$ cat src/rtl/vec_result_writer.sv
// Vector result write-back: stores one result vector lane by lane into memory.
// Optional per-lane write mask enabled with `define VEC_WB_MASK_EN.
module vec_result_writer #(
  parameter int VECTOR_SIZE = 256,
  parameter int ELEMENT     = 16,
  parameter int ADDR_W      = 16
) (
  input  logic                              clk,
  input  logic                              rst,
  input  logic                              in_valid,
  output logic                              in_ready,
  input  logic [VECTOR_SIZE-1:0]            in_vector,
  input  logic [ADDR_W-1:0]                 in_base_addr,
`ifdef VEC_WB_MASK_EN
  input  logic [VECTOR_SIZE/ELEMENT-1:0]    in_mask,
`endif
  output logic                              mem_we,
  output logic [ADDR_W-1:0]                 mem_addr,
  output logic [ELEMENT-1:0]                mem_wdata,
  input  logic                              mem_ack,
  output logic                              done
);

  localparam int NUM_EL = VECTOR_SIZE / ELEMENT;
  localparam int IDX_W  = (NUM_EL > 1) ? $clog2(NUM_EL) : 1;
  localparam logic [IDX_W-1:0] LAST = IDX_W'(NUM_EL - 1);

  typedef enum logic [1:0] {
    IDLE,
    WRITE,
    DONE
  } state_t;

  state_t                 state_q, state_d;
  logic [IDX_W-1:0]       idx_q, idx_d;
  logic [VECTOR_SIZE-1:0] vec_q, vec_d;
  logic [ADDR_W-1:0]      base_q, base_d;

  logic                   ready_q, ready_d;
  logic                   we_q, we_d;
  logic [ADDR_W-1:0]      addr_q, addr_d;
  logic [ELEMENT-1:0]     wdata_q, wdata_d;
  logic                   done_q, done_d;

  logic [IDX_W-1:0]       idx_nx;
  logic [ELEMENT-1:0]     lane [NUM_EL];
  logic                   en_first;
  logic                   en_cur;
  logic                   en_next;
  logic                   advance;

  // Slice the captured vector into addressable lanes
  for (genvar g = 0; g < NUM_EL; g++) begin : g_lane
    assign lane[g] = vec_q[g*ELEMENT +: ELEMENT];
  end

  assign idx_nx = idx_q + 1'b1;

`ifdef VEC_WB_MASK_EN
  logic [NUM_EL-1:0] mask_q, mask_d;

  // Lane mask captured alongside the vector
  always_ff @(posedge clk) begin
    if (rst) mask_q <= '0;
    else     mask_q <= mask_d;
  end

  // Masked-off lanes spend a cycle without a write request
  always_comb begin
    mask_d = mask_q;
    if (state_q == IDLE && in_valid && ready_q) mask_d = in_mask;
  end

  assign en_first = in_mask[0];
  assign en_cur   = mask_q[idx_q];
  assign en_next  = mask_q[idx_nx];
`else
  assign en_first = 1'b1;
  assign en_cur   = 1'b1;
  assign en_next  = 1'b1;
`endif

  // A disabled lane advances without waiting for the memory
  assign advance = en_cur ? mem_ack : 1'b1;

  // State, capture registers and registered outputs
  always_ff @(posedge clk) begin
    if (rst) begin
      state_q <= IDLE;
      idx_q   <= '0;
      vec_q   <= '0;
      base_q  <= '0;
      ready_q <= 1'b1;
      we_q    <= 1'b0;
      addr_q  <= '0;
      wdata_q <= '0;
      done_q  <= 1'b0;
    end else begin
      state_q <= state_d;
      idx_q   <= idx_d;
      vec_q   <= vec_d;
      base_q  <= base_d;
      ready_q <= ready_d;
      we_q    <= we_d;
      addr_q  <= addr_d;
      wdata_q <= wdata_d;
      done_q  <= done_d;
    end
  end

  // Next-state and next-output logic; outputs are computed one cycle early
  always_comb begin
    state_d = state_q;
    idx_d   = idx_q;
    vec_d   = vec_q;
    base_d  = base_q;
    ready_d = ready_q;
    we_d    = we_q;
    addr_d  = addr_q;
    wdata_d = wdata_q;
    done_d  = 1'b0;
    unique case (state_q)
      IDLE: begin
        ready_d = 1'b1;
        we_d    = 1'b0;
        if (in_valid && ready_q) begin
          vec_d   = in_vector;
          base_d  = in_base_addr;
          idx_d   = '0;
          state_d = WRITE;
          ready_d = 1'b0;
          we_d    = en_first;
          addr_d  = in_base_addr;
          wdata_d = in_vector[ELEMENT-1:0];
        end
      end
      WRITE: begin
        ready_d = 1'b0;
        if (advance) begin
          if (idx_q == LAST) begin
            state_d = DONE;
            we_d    = 1'b0;
            done_d  = 1'b1;
          end else begin
            idx_d   = idx_nx;
            we_d    = en_next;
            addr_d  = base_q + ADDR_W'(idx_nx);
            wdata_d = lane[idx_nx];
          end
        end
      end
      DONE: begin
        state_d = IDLE;
        ready_d = 1'b1;
        we_d    = 1'b0;
      end
      default: begin
        state_d = IDLE;
        ready_d = 1'b1;
        we_d    = 1'b0;
      end
    endcase
  end

  assign in_ready  = ready_q;
  assign mem_we    = we_q;
  assign mem_addr  = addr_q;
  assign mem_wdata = wdata_q;
  assign done      = done_q;

endmodule

$ cat config.mk
export PLATFORM = sky130hd
export DESIGN_NAME = vec_result_writer
export DESIGN_NICKNAME = d
export VERILOG_FILES = /design/src/rtl/vec_result_writer.sv
export SDC_FILE = /design/constraint.sdc
export NUM_CORES = 1
export LEC_CHECK = 0
export CAP_MARGIN = 20
export CORE_MARGIN = 3
export CORE_UTILIZATION = 50
export DETAILED_ROUTE_END_ITERATION = 12
export PLACE_DENSITY = 0.89
export SYNTH_ARGS = -nofsm -noshare
export SYNTH_HDL_FRONTEND = slang
export SYNTH_SLANG_ARGS = --single-unit
$ cat constraint.sdc
create_clock -name clk -period 3.65 [get_ports clk]
set_clock_uncertainty 0.05 [all_clocks]
set_input_delay 0.73 -clock clk [delete_from_list [all_inputs] [get_ports clk]]
set_output_delay 0.73 -clock clk [all_outputs]
set_load 0.005 [all_outputs]
==> results of run 1 <==
-- stage by stage --
stage	setup slack (ns)	instance area (sq um)	utilization	instances
after floorplan	0.817	13300	-	1609
after global placement	0.935	16500	0.631	2144
after detailed placement	0.853	16500	0.631	2144
after CTS	0.884	17700	0.676	2205
after global routing	0.667	17700	0.676	2208
final	0.816	17700	0.676	2208
-- worst min-delay path, stage by stage (launching register included) --
cell and delay (ns):
dfxtp_1 0.31, nand2_1 0.05, nand2_1 0.04
-- per-layer routing --
metal | vias up | part of all wire
met5 | - | 0
met4 | 0 | 0.049
met3 | 120 | 0.080
met2 | 577 | 0.47
met1 | 5870 | 0.40
li1 | 5882 | -
-- power breakdown --
part | internal [mW] | switching, mW | total (mW)
clock network | 2.22 | 1.39 | 3.61
logic | 0.642 | 0.657 | 1.30
registers | 3.66 | 0.141 | 3.80
total | 6.52 | 2.19 | 8.71
-- area by class of cell --
type,count,share of cell area
repair buffers,327,0.188
clock inverters,10,0.00920
clock buffers,51,0.0576
flip-flops and latches,313,0.355
multi-input cells,1161,0.365
inverters,8,0.00170
well taps,335,0.0237
diodes,3,0.000425
-- final timing paths --
| path | startpoint | endpoint | slack [ns] | cells after the start |
|---|---|---|---|---|
| worst max-delay path | idx_q[0] | mem_addr[10] | 0.82 | 11 |
| worst min register to register | mem_wdata[8] | mem_wdata[8] | 0.40 | 2 |
| worst min-delay path | mem_wdata[8] | mem_wdata[8] | 0.40 | 2 |
| worst max register to register | idx_q[0] | mem_addr[10] | 0.82 | 11 |
-- cell families (layout without fill, tap and decap cells) --
logic type      after synthesis  after routing
other cells                   0              3
xor+xnor                     13             13
fa+ha+maj                     6              6
flops                       313            313
compound gates              340            340
simple gates                737            737
mux                          65             65
buf+inv                     135            396
-- Yosys cell counts (4+ instances only) --
master / instances / area, sq um
nand2_1: 660 / 2480
dfxtp_1: 313 / 6270
a21oi_1: 287 / 1440
clkbuf_1: 68 / 255
mux4_2: 64 / 1440
buf_2: 39 / 195
nand3_1: 35 / 175
nor2_1: 15 / 56.3
o2111ai_1: 15 / 131
buf_1: 11 / 41.3
xnor2_1: 9 / 78.8
nor3_1: 8 / 40.0
a21boi_0: 7 / 52.6
buf_6: 7 / 78.8
o22ai_1: 7 / 43.8
inv_1: 6 / 22.5
ha_1: 5 / 62.6
o21ai_0: 4 / 20.0
xor2_1: 4 / 35.0
-- state kept, by name (all words and copies together) (netlist names) --
| signal | cells |
|---|---|
| in_ready | 1 |
| done | 1 |
| mem_wdata | 16 |
| state_q | 2 |
| vec_q | 256 |
| mem_we | 1 |
| idx_q | 4 |
| mem_addr | 16 |
| base_q | 16 |
==> out/results.ini, run 1 <==
[logic_synthesis]
synthMuxAreaShare=0.109
syn_nets=1891
netlist_instances=1609
synthFlopType=dfxtp_1
synth_edf_count=0
synthAdderAreaFrac=0.00621
yosys_warnings=0
synth_compound_area_frac=0.139
async_flop_share=0
ys_ff_latch=313
syn_avg_cell_area_sq_um=8.26
synth-xor-area-share=0.00856
ys_seq_area_frac=0.471
yosys.area_share.simple=0.219
synth_cell_type_count=51
synthesis.area_sq_um=13300
synth_top_family_by_area=simple AND/OR/NAND/NOR gates

[detailed_routing]
drtPass1Iterations=6
via_per_inst=5.64
drt-initial-drc-count=1291
ant_nets=0
wl_per_cell_um=18.5
totalWireLength_um=40800
drcViolationCount=0
vias=12449

[clock_network]
cts.path.max_buffers=3
cts_tree=done
cts_hold_buffers=0
clkLatencyLatePin_ns=0.51
cts_sinks=313
post_cts_buffers=0
cts-root-buf=clkbuf_16
numCtsBuffers=34
clkTransAtPathRegs_ns=0.06
post_cts_resized=0
htreeDepth=2

[worst_setup_path]
crit_slowest_cell=fa_1
crit_top_cell=inv_1
end_kind=flop
crit_chain=buf_4, inv_1, ha_1, inv_1, fa_1, nor2b_1, o21ai_1, a21oi_1, and4_2, xnor2_1, o22ai_1
path_buf_inv=3
slowest_delay_ns=0.38
critPathArrivalTime_ns=3.15
critPathLaunchType=flop
crit_family=compound AO/OA/AOI/OAI gates
crit_type=reg2reg
cp_data_required_time_ns=3.97
crit_fanout=40

[sta]
post-route-period-util=0.776
holdWs_ns=0.396
rsz0062_at_grt=no
finalHoldViolCount=0
slew_viol_final=0
finalSetupViolCount=0
slew-limit-headroom=0.533
tightest_slew_ns=0.700
clock.fmax_ghz=0.353
fin_tns_setup_ns=0
period_needed_ns=2.83

[global_routing]
grt-busiest-layer=met2
grt_pass1_vias=12262
grtUsageTotal=0.277
overflow=0
grt_pass1_wl_um=63200
met1_usage=0.356
grt_max_degree=142
use_met3=0.0537
use_met2=0.452
antenna_found_initial=3

[outcome]
status=finished clean

[final_layout]
drive_above_1_share=0.0824
final_common_cell=nand2_1
finalNetCount=2127
multi_input_area_sq_um=6450
seq_area_sq_um=6270
fillers=2021
areaGrowthSynthToFinish_pct=33.0
final_cell_mix=nand2_1 (660), dfxtp_1 (312), clkdlybuf4s50_1 (309)

[hold_path]
hold_class=reg2reg

[power_and_ir_drop]
finalPower_mw=8.71
power_density_nw_per_um2=493
power.leakage_nw=6.29
peakVddDrop_uv=317

[placed_design]
gp_congestion=0.871
io_buffers=310
dpl.hpwl_um=28700

[die]
start_util=0.509
ioPinCount=311
rows=59
die_area_sq_um=28600
die_w_um=169
core_sq_um=26100
die_h_um=169

[run]
cap_violations=0

(Power assumes the default switching activity.)
==> run 2: changes to the inputs <==
--- a/config.mk
+++ b/config.mk
@@ -7,9 +7,9 @@
 export LEC_CHECK = 0
 export CAP_MARGIN = 20
 export CORE_MARGIN = 3
-export CORE_UTILIZATION = 50
+export CORE_UTILIZATION = 45
 export DETAILED_ROUTE_END_ITERATION = 12
-export PLACE_DENSITY = 0.89
+export PLACE_DENSITY = 0.85
 export SYNTH_ARGS = -nofsm -noshare
 export SYNTH_HDL_FRONTEND = slang
 export SYNTH_SLANG_ARGS = --single-unit
==> constraint.sdc (replaced) <==
create_clock -name clk -period 2.6 [get_ports clk]
set_clock_uncertainty 0.05 [all_clocks]
set_input_delay 0.52 -clock clk [delete_from_list [all_inputs] [get_ports clk]]
set_output_delay 0.52 -clock clk [all_outputs]
set_load 0.005 [all_outputs]
==> run 2 against run 1 <==
Against the previous run: sequential power up 40%; largest cell class unchanged; clock power up 39%; total power up 40%; fmax up 19%; clock-buffer cell count down 3; via count down 0.91%; worst setup slack worse by 0.59 ns; hold slack worse by 0.062 ns; critical path depth down 2; final cell count up 2.9%; core utilization down 5.7 points; largest power group unchanged.
==> out/results.ini, run 2 (synthesized netlist as in run 1, its figures left out) <==
[die]
rows=62
die_h_um=178
core_sq_um=28900
start_util=0.459
ioPinCount=311
die_area_sq_um=31600
die_w_um=178

[sta]
period_needed_ns=2.38
tightest_slew_ns=0.779
rsz0062_at_grt=no
finalSetupViolCount=0
post-route-period-util=0.914
slew_viol_final=0
fin_tns_setup_ns=0
clock.fmax_ghz=0.421
finalHoldViolCount=0
slew-limit-headroom=0.480

[worst_setup_path]
slowest_delay_ns=0.44
crit_fanout=5
crit_slowest_cell=dfxtp_1
crit_type=reg2reg
critPathArrivalTime_ns=2.70
cp_data_required_time_ns=2.93
end_kind=flop
crit_chain=nand3_1, xor2_1, inv_2, ha_1, inv_1, o21a_1, nor4b_2, xnor2_1, o22ai_1
critPathLaunchType=flop

[clock_network]
cts_tree=done
clkLatencyLatePin_ns=0.51
cts.path.max_buffers=3
post_cts_resized=0
cts_sinks=313
clkTransAtPathRegs_ns=0.06
numCtsBuffers=34
post_cts_buffers=0
cts-root-buf=clkbuf_16
cts_hold_buffers=0
htreeDepth=2

[global_routing]
grt_pass1_vias=11894
overflow=0
grt_pass1_wl_um=62100
grt_max_degree=138
grtUsageTotal=0.249
antenna_found_initial=1

[detailed_routing]
drcViolationCount=0
drtPass1Iterations=7
wl_per_cell_um=18.1
ant_nets=0
vias=12336
drt-initial-drc-count=1026
totalWireLength_um=41100
via_per_inst=5.43

[placed_design]
io_buffers=310
gp_congestion=0.896
dpl.hpwl_um=29600
dpl.cell_count=2212

[power_and_ir_drop]
power_density_nw_per_um2=682
finalPower_mw=12.2
peakVddDrop_uv=410
power.leakage_nw=6.42

[final_layout]
finalNonFillerCells=2271
final_common_cell=nand2_1
finalNetCount=2146
largest_reg_flops=256
areaGrowthSynthToFinish_pct=34.9
top_register=vec_q
drive_above_1_share=0.0949
final_cell_mix=nand2_1 (660), dfxtp_1 (312), clkdlybuf4s50_1 (309)

[outcome]
status=finished clean

[run]
cap_violations=0

[hold_path]
hold_class=in2reg

[run 2: final timing paths]
kind	cells after the start	start	endpoint	slack (ns)
worst max-delay path	9	idx_q[2]	mem_addr[15]	0.22
worst min-delay path	2	rst	mem_addr[5]	0.33
worst max register to register	9	idx_q[2]	mem_addr[15]	0.22
worst min register to register	2	mem_wdata[10]	mem_wdata[10]	0.39
[run 2: cell type report]
cell class	count	area [sq um]
antenna	1	2.50
clock buffer	48	1040
clock inverter	10	138
fill	2393	11000
inverter	8	30.0
multi-input combinational	1161	6460
sequential	313	6270
tap	384	480
timing repair buffer	346	3520
[run 2: layer usage]
metal | up-vias | global-route usage | wire [um]
met5 | - | 0 | 13
met3 | 115 | 0.0477 | 2870
met2 | 486 | 0.408 | 19500
li1 | 5918 | - | -
met4 | 2 | 0.105 | 1800
met1 | 5815 | 0.323 | 17000
[run 2: stage by stage]
| step | util | hold slack (ns) | cell area, sq um | setup slack [ns] |
|---|---|---|---|---|
| after floorplan | - | 0.383 | 13300 | 0.0000511 |
| after global placement | 0.579 | 0.382 | 16800 | 0.259 |
| after detailed placement | 0.579 | 0.384 | 16800 | 0.188 |
| after CTS | 0.620 | 0.318 | 17900 | 0.219 |
| after global routing | 0.620 | 0.340 | 17900 | 0.0887 |
| final | 0.620 | 0.333 | 17900 | 0.222 |
[run 2: power breakdown]
part           leakage [nW]  internal (mW)  switching, mW
clock network         0.582           3.08           1.93
registers              2.56           5.13          0.191
logic                  3.27          0.951          0.936
[run 2: worst max-delay path: cells and delay by family (launching register included)]
kind / cells / cell delay (ns)
flip-flops: 1 / 0.44
adder cells (fa/ha/maj): 1 / 0.37
XOR/XNOR: 2 / 0.45
buffers and inverters: 2 / 0.14
AO/OA/AOI/OAI: 2 / 0.34
AND/OR/NAND/NOR: 2 / 0.45
==> run 3: changes to the inputs <==
--- a/config.mk
+++ b/config.mk
@@ -7,9 +7,10 @@
 export LEC_CHECK = 0
 export CAP_MARGIN = 20
 export CORE_MARGIN = 3
-export CORE_UTILIZATION = 45
+export CORE_UTILIZATION = 57
 export DETAILED_ROUTE_END_ITERATION = 12
-export PLACE_DENSITY = 0.85
+export DONT_BUFFER_PORTS = 1
+export PLACE_DENSITY = 0.84
 export SYNTH_ARGS = -nofsm -noshare
 export SYNTH_HDL_FRONTEND = slang
 export SYNTH_SLANG_ARGS = --single-unit
==> run 3 against run 2 <==
Against the previous run: hold slack got worse by 0.28 ns; wire length fell by 7.9%; fmax rose by 1.2%; largest cell class unchanged; core utilization rose by 2.5 points; via count fell by 7.7%; global-route usage rose by 3.9 points; die area fell by 20%; final area fell by 18%; final cell count fell by 17%; clock-buffer cell count fell by 2; register-to-register slack improved by 0.03 ns.
==> out/results.ini, run 3 (synthesized netlist as in run 1, its figures left out) <==
[outcome]
status=finished clean

[clock_network]
cts_tree=done
htreeDepth=2
cts_sinks=313
clkTransAtPathRegs_ns=0.06
cts.path.max_buffers=3
clkLatencyLatePin_ns=0.51
numCtsBuffers=34
post_cts_buffers=0
cts-root-buf=clkbuf_16
cts_hold_buffers=0
post_cts_resized=0

[worst_setup_path]
critPathArrivalTime_ns=2.69
crit_slowest_cell=dfxtp_1
end_kind=flop
r2r_slack_ns=0.25
crit_type=reg2reg
critical_path_depth=9
critPathLaunchType=flop
path_buf_inv=2
cp_data_required_time_ns=2.94
crit_chain=nand3_1, xor2_1, inv_2, ha_1, inv_1, o21a_1, nor4b_2, xnor2_1, o22ai_1
reg2reg_depth=9
crit_fanout=5
crit_family=simple AND/OR/NAND/NOR gates
slowest_delay_ns=0.44

[hold_path]
hold_depth=1
hold_class=in2reg

[detailed_routing]
ant_nets=0
totalWireLength_um=37800
wl_per_cell_um=20.1
vias=11387
drcViolationCount=0
drt-initial-drc-count=1345
via_per_inst=6.05
drtPass1Iterations=6

[final_layout]
antenna_cells=0
top_register=vec_q
areaGrowthSynthToFinish_pct=10.4
final_common_cell=nand2_1
finalNetCount=1827
finalNonFillerCells=1882
final_cell_area_sq_um=14700
largest_reg_flops=256
drive_above_1_share=0.107
fillers=1829
final_cell_mix=nand2_1 (660), dfxtp_1 (312), a21oi_1 (286)

[sta]
period_needed_ns=2.35
post-route-period-util=0.903
rsz0062_at_grt=no
finalSetupViolCount=0
slew-limit-headroom=0.532
holdWs_ns=0.0519
fin_tns_setup_ns=0
finalHoldViolCount=0
clock.fmax_ghz=0.426
tightest_slew_ns=0.701
slew_viol_final=0

[global_routing]
use_met2=0.454
overflow=0
grt_max_degree=300
met1_usage=0.381
grtUsageTotal=0.288
grt_pass1_vias=10813
antenna_found_initial=0
use_met3=0.0699
grt-busiest-layer=met2
grt_pass1_wl_um=58500

[power_and_ir_drop]
power.leakage_nw=5.16
peakVddDrop_uv=540
finalPower_mw=11.7
power_density_nw_per_um2=797

[placed_design]
gp_congestion=0.909
dpl.cell_count=1822
dpl.hpwl_um=26400
io_buffers=0
dpl_cell_area_sq_um=13500

[die]
ioPinCount=311
die_w_um=159
start_util=0.584
die_area_sq_um=25200
rows=55
core_sq_um=22800
die_h_um=159

[run]
cap_violations=0

[run 3: cell count changes in the layout (fill, tap and decap cells not counted), sizes merged]
cell,change
clkdlybuf4s50,-309
buf,-10
diode,-1
clkbuf,-2
clkinvlp,+1
bufinv,+2
inv,+1
[run 3: path summary, 6_finish.rpt]
path / startpoint / endpoint
worst max-delay path: idx_q[2] / mem_addr[15]
worst min-delay path: rst / mem_addr[14]
worst max register to register: idx_q[2] / mem_addr[15]
worst min register to register: vec_q[128] / vec_q[128]
[run 3: report_power, final]
group,switching (mW),internal [mW]
Clock,1.98,3.11
Sequential,0.222,5.13
Combinational,0.745,0.499
[run 3: layout make-up]
type	count	area [sq um]	share of cell area
clock inverters	14	228	0.0155
repair buffers	27	340	0.0232
inverters	8	30.0	0.00205
well taps	313	392	0.0267
multi-input cells	1161	6460	0.440
clock buffers	46	957	0.0652
flip-flops and latches	313	6270	0.427
[run 3: stage by stage]
step                utilization  setup WS (ns)
global placement          0.592          0.320
floorplan                     -      0.0000511
CTS                       0.644          0.245
detailed placement        0.592          0.299
finish                    0.644          0.251
global route              0.644          0.103
[run 3: worst register-to-register path: stages (launching register included)]
cell and delay, ns:
dfxtp_1 0.44, nand3_1 0.12, xor2_1 0.28, inv_2 0.09, ha_1 0.37, inv_1 0.06, o21a_1 0.25, nor4b_2 0.33
xnor2_1 0.15, o22ai_1 0.08
[run 3: routing by layer]
layer | up-vias | routed length (um)
met5 | - | 0
met4 | 0 | 1640
li1 | 5262 | -
met1 | 5394 | 15100
met2 | 628 | 17400
met3 | 103 | 3710
